## config.mk

```make
export PLATFORM = sky130hd
export DESIGN_NAME = registro_bidireccional
export DESIGN_NICKNAME = d
export VERILOG_FILES = /design/src/rtl/registro_bidireccional_pkg.sv /design/src/rtl/registro_bidireccional_celda.sv /design/src/rtl/registro_bidireccional.sv
export SDC_FILE = /design/constraint.sdc
export NUM_CORES = 1
export LEC_CHECK = 0
export ABC_AREA = 1
export CORE_AREA = 2 2 39 41
export CTS_BUF_LIST = sky130_fd_sc_hd__clkbuf_8
export CTS_CLUSTER_DIAMETER = 120
export DETAILED_ROUTE_END_ITERATION = 12
export DIE_AREA = 0 0 41 43
export GPL_TIMING_DRIVEN = 0
export SYNTH_ARGS = -nofsm -noshare
export SYNTH_HDL_FRONTEND = slang
export SYNTH_SLANG_ARGS = --single-unit
```

## constraint.sdc

```tcl
create_clock -name clk -period 0.8 [get_ports clk]
set_input_delay 0.12 -clock clk [delete_from_list [all_inputs] [get_ports clk]]
set_output_delay 0.12 -clock clk [all_outputs]
set_load 0.02 [all_outputs]
```

## src/rtl/registro_bidireccional_pkg.sv

```systemverilog
// Shared constants for the bidirectional shift register: direction encodings and default width.
package registro_pkg;
    localparam logic DIR_DER       = 1'b0;  // shift toward LSB, InMSB enters the top stage
    localparam logic DIR_IZQ       = 1'b1;  // shift toward MSB, InLSB enters the bottom stage
    localparam int   REG_WIDTH_DEF = 4;
endpackage

```

## src/rtl/registro_bidireccional_celda.sv

```systemverilog
// One register stage: flop fed by its MSB-side or LSB-side neighbour (or D with REGISTRO_BIDIRECCIONAL_PLOAD_EN).
// Latency one edge; no flow control, shifts every edge.
module celda_bidireccional
    import registro_pkg::*;
(
    input  logic clk,
    input  logic rst,
    input  logic direccion,
    input  logic vecino_msb,
    input  logic vecino_lsb,
`ifdef REGISTRO_BIDIRECCIONAL_PLOAD_EN
    input  logic carga,
    input  logic d,
`endif
    output logic q
);

    always_ff @(posedge clk) begin
        if (rst) begin
            q <= 1'b0;
`ifdef REGISTRO_BIDIRECCIONAL_PLOAD_EN
        end else if (carga) begin
            q <= d;
`endif
        end else if (direccion == DIR_DER) begin
            q <= vecino_msb;
        end else begin
            q <= vecino_lsb;
        end
    end

endmodule

```

## src/rtl/registro_bidireccional.sv

```systemverilog
// WIDTH-stage bidirectional shift register; optional parallel load/readout under REGISTRO_BIDIRECCIONAL_PLOAD_EN.
// Serial latency WIDTH edges end to end; no backpressure, outputs come straight from the stage flops.
module registro_bidireccional
    import registro_pkg::*;
#(
    parameter int WIDTH = REG_WIDTH_DEF
) (
    input  logic             clk,
    input  logic             rst,
    input  logic             Direccion,
    input  logic             InMSB,
    input  logic             InLSB,
`ifdef REGISTRO_BIDIRECCIONAL_PLOAD_EN
    input  logic             Carga,
    input  logic [WIDTH-1:0] D,
    output logic [WIDTH-1:0] Q,
`endif
    output logic             QMSB,
    output logic             QLSB
);

    logic [WIDTH-1:0] q;

    for (genvar i = 0; i < WIDTH; i++) begin : g_celda
        logic vecino_msb;
        logic vecino_lsb;

        // End stages take the serial inputs; interior stages take their neighbours.
        if (i == WIDTH - 1) begin : g_top
            assign vecino_msb = InMSB;
        end else begin : g_mid_top
            assign vecino_msb = q[i+1];
        end

        if (i == 0) begin : g_bot
            assign vecino_lsb = InLSB;
        end else begin : g_mid_bot
            assign vecino_lsb = q[i-1];
        end

        celda_bidireccional u_celda (
            .clk        (clk),
            .rst        (rst),
            .direccion  (Direccion),
            .vecino_msb (vecino_msb),
            .vecino_lsb (vecino_lsb),
`ifdef REGISTRO_BIDIRECCIONAL_PLOAD_EN
            .carga      (Carga),
            .d          (D[i]),
`endif
            .q          (q[i])
        );
    end

    assign QMSB = q[WIDTH-1];
    assign QLSB = q[0];
`ifdef REGISTRO_BIDIRECCIONAL_PLOAD_EN
    assign Q    = q;
`endif

endmodule

```

-- Word level (Yosys, flattened, before mapping)
Cells that the tools add are included.
- word-level logic and storage cells: 8
- flip-flop bits (word level): 4
- output and inout port bits: 2
- input bits: 5
- mux-type cells: 4
- operator list (kind ; number):
    $mux 1 ; 4

-- Depth between registers and ports, before layout
- depth in word-level cells: 1
- mapped depth: 4
- mapped depth without buffers: 4

-- By module
Synthesis repeated with hierarchy kept, for this count alone.
- cell total of the unflattened synthesis: 28
- area, all modules: 180.2 um^2
- by module, submodules not included (module ; area each (um^2) ; instances ; seq. area each (um^2) ; cells each):
    celda_bidireccional ; 45.0 ; 4 ; 20.0 ; 7

-- Least setup slack after synthesis
Ideal clock, no wire load.
- path kind: register to register
- start: register g_celda[0].u_celda.q
- end: register g_celda[1].u_celda.q
- buffers on the path: 0
- setup time: 0.062 ns
- path slack: 0.108 ns
- arrival: 0.630 ns
- data required time: 0.738 ns
- clock period less this slack: 0.692 ns
- cell stages (with the launch flop): 5
- cells stage by stage: dfxtp_1 -> inv_1 -> nand2_1 -> nand2_1 -> nor2_2
- word-level cells in the longest chain between the ends: 1
- ends and longest elaborated chain (element ; RTL line ; source):
    start, declared ; registro_bidireccional_celda.sv:15 ; output logic q
    start signal, assigned ; registro_bidireccional_celda.sv:26 ; q <= vecino_msb;
    start signal, assigned ; registro_bidireccional_celda.sv:28 ; q <= vecino_lsb;
    $mux 1 ; registro_bidireccional_celda.sv:25 ; end else if (direccion == DIR_DER) begin
    end signal, assigned ; registro_bidireccional_celda.sv:26 ;
    end signal, assigned ; registro_bidireccional_celda.sv:28 ;
    end, declared ; registro_bidireccional_celda.sv:15 ;
Every way passes these cells.
A chain may end at the register's enable or synchronous reset.

-- Worst setup path after layout
- start: register g_celda[0].u_celda.q
- end: output port QLSB
- RTL lines (element ; RTL line ; source):
    end, declared ; registro_bidireccional.sv:19 ; output logic QLSB
No word-level cell between the ends.

==> results.md <==
- FMAX: 1290 MHz
- Placed Cells incl. Taps: 47
- Setup Skew: 0.000803 ns
- Final net count: 41
- # hold bufs at CTS: 0
- Worst Setup SP: g_celda[0].u_celda.q$_SDFF_PP0_
- Reg-to-reg slack, setup: 0.20 ns
- Critical Path RT: 0.68 ns
- Drt total wl: 325 um
- Area of the multi-input gates: 62.6 um2
- Max-cap violations: 0
- Drt initial violations: 3
- Cell Area, Synth: 173 um2
- Slew HR: 92.4%
- Crit path max-delay cell type: dfxtp_2
- Worst EP arrival: 0.65 ns
- Worst path cell trace: buf_6
- Worst Hold Class: in2reg
- Antenna viol nets, final: 0
- Routability cong.: 0.611
- Worst setup EP type: primary output
- Top flop regs: g_celda.u_celda.q (4)
- Slew Viols, Final: 0
- Final hold vios: 0
- Synthesized area per cell: 6.64 um2
- Vias in the first global route: 146
- Critical path depth in cells: 1
- Worst path bufs/invs: 1
- Worst reg2reg path startpoint: g_celda[2].u_celda.q$_SDFF_PP0_
- Leak: 0.141 nW
- Distinct cells, synth: 7
- Cell Count, Final, Fillers Out: 50
- Register area: 82.6 um2
- Fill count: 158
- Quantity of I/O buffers inserted on ports: 5
- PD cells: 2530 nW/um2
- Worst VDD drop: 0.690 mV
- Die area: 1760 um2
- Share of cells above drive strength 1: 29.4%
- Clock Path Buffers: 2
- Yosys reg bits: 4
- Synth Warn #: 0
- Crit-path leading delay family: flip-flops
- CTS Sinks: 4
- Total gr overflow: 0
- Setup ws final: 0.0274 ns
- Final period util: 96.6%
- Worst Setup EP: QLSB
- GRT met1 Usage: 5.45%
- Via count: 165
- Ant diodes: 0
- TritonCTS buffer count: 3
- Clock-pin transition on the worst setup and hold timing paths: 0.03 ns
- WS Path Type: reg2out
- Vias/cell: 3.30
- Largest net degree at the start of global routing: 9
- H-tree Lvls: 1
- Slew @ Worst Pin: 0.114 ns
- Pre-CTS setup slack: -0.231 ns
- Initial antenna violation count: 0
- Worst Reg-to-Reg Cells: 4
- Chip height: 43 um
- Synth Instances: 26
- CTS tree: yes
- Status: completed
- Final TNS setup: 0 ns
- Clk Latency, worst-skew pair: 0.22 ns
- Starting Density: 12.5%
- GR Util met3: 7.85%
- Met2 Resource Use GR: 5.63%
- Seq/Total Area, Yosys: 46.4%
- Global-route wire length before repair: 593 um
- CP Launch Type: flop
- Crit-path max FO: 2
- DRC viols: 0
- Synthesized Nets: 31
- Syn-to-layout area delta: 67.4%
- CTS root buffer: clkbuf_8
- Drt first pass iters: 2
- Total core area: 1380 um2
- Setup Viol. Count Final: 0
- Largest register FFs: 4
- RSZ-0062 raised after global routing: false
- Biggest register: g_celda.u_celda.q
- Minimum clock period: 0.773 ns
- Routed wire per std cell: 6.50 um
- Site row count: 14
- # IOs: 7
- CP max stage delay: 0.31 ns
- Top Usage Layer GRT: met4
- Overall routing resource usage: 6.22%
- RR Endpoint: g_celda[3].u_celda.q$_SDFF_PP0_
- Die X: 41 um
- Design Power: 0.000730 W
==> report_power, final <==
group,internal (W),leakage (nW),switching [W]
Combinational,0.0000436,0.0860,0.0000370
Sequential,0.000216,0.0338,0.00000795
Clock,0.000321,0.0216,0.000105
Total,0.000580,0.141,0.000150
==> metrics by stage <==
stage,utilization [%],cell area [um2],hold WS (ns)
6_report,20.9,289,0.166
3_5_place_dp,17.5,243,0.390
3_3_place_gp,17.5,243,0.380
2_1_floorplan,-,173,0.249
5_1_grt,20.9,289,0.180
4_1_cts,20.9,289,0.163
==> cells in the final DEF (no fill, tap or decap), drive strengths merged <==
master and instances:
dfxtp 4, inv 5, clkbuf 3, nor2 8, buf 3, nand2 8, clkdlybuf4s50 3
==> routing by layer <==
metal	vias up	wire length [um]
li1	88	-
met1	67	146
met2	7	122
met3	3	40
met4	0	16
met5	-	0
==> how the worst min path moves through the flow <==
stage	startpoint	end	slack, ns	cells past startpoint
finish	Direccion	g_celda[0].u_celda.q$_SDFF_PP0_	0.17	3
global placement	Direccion	g_celda[2].u_celda.q$_SDFF_PP0_	0.38	3
global route	Direccion	g_celda[0].u_celda.q$_SDFF_PP0_	0.18	3
detailed placement	Direccion	g_celda[0].u_celda.q$_SDFF_PP0_	0.39	3
floorplan	InMSB	g_celda[3].u_celda.q$_SDFF_PP0_	0.25	2
CTS	Direccion	g_celda[0].u_celda.q$_SDFF_PP0_	0.16	3
==> cell usage after synthesis (all sizes together) <==
| cell | count | area share [%] |
|---|---|---|
| nand2 | 8 | 17 |
| nor2 | 8 | 19 |
| inv | 5 | 11 |
| dfxtp | 4 | 46 |
| buf | 1 | 6.5 |
==> repair_timing <==
item	CTS	global route
resized for setup	14	0
setup buffers	0	0
endpoints found under the setup margin	2	0
==> cell families (layout without fill, tap and decap cells) <==
kind of cell / after synthesis / after routing / share of synthesized area, %
AND/OR/NAND/NOR: 16 / 16 / 36.2
buffers and inverters: 6 / 14 / 17.4
flip-flops: 4 / 4 / 46.4
==> final cells by class <==
| class | count | share of cell area (%) |
|---|---|---|
| Sequential cell | 4 | 28.6 |
| Multi-Input combinational cell | 16 | 21.6 |
| Clock buffer | 3 | 14.3 |
| Tap cell | 16 | 6.93 |
| Inverter | 5 | 6.49 |
| Buffer | 1 | 3.90 |
| Timing Repair Buffer | 5 | 18.2 |
(Power assumes the default switching activity.)
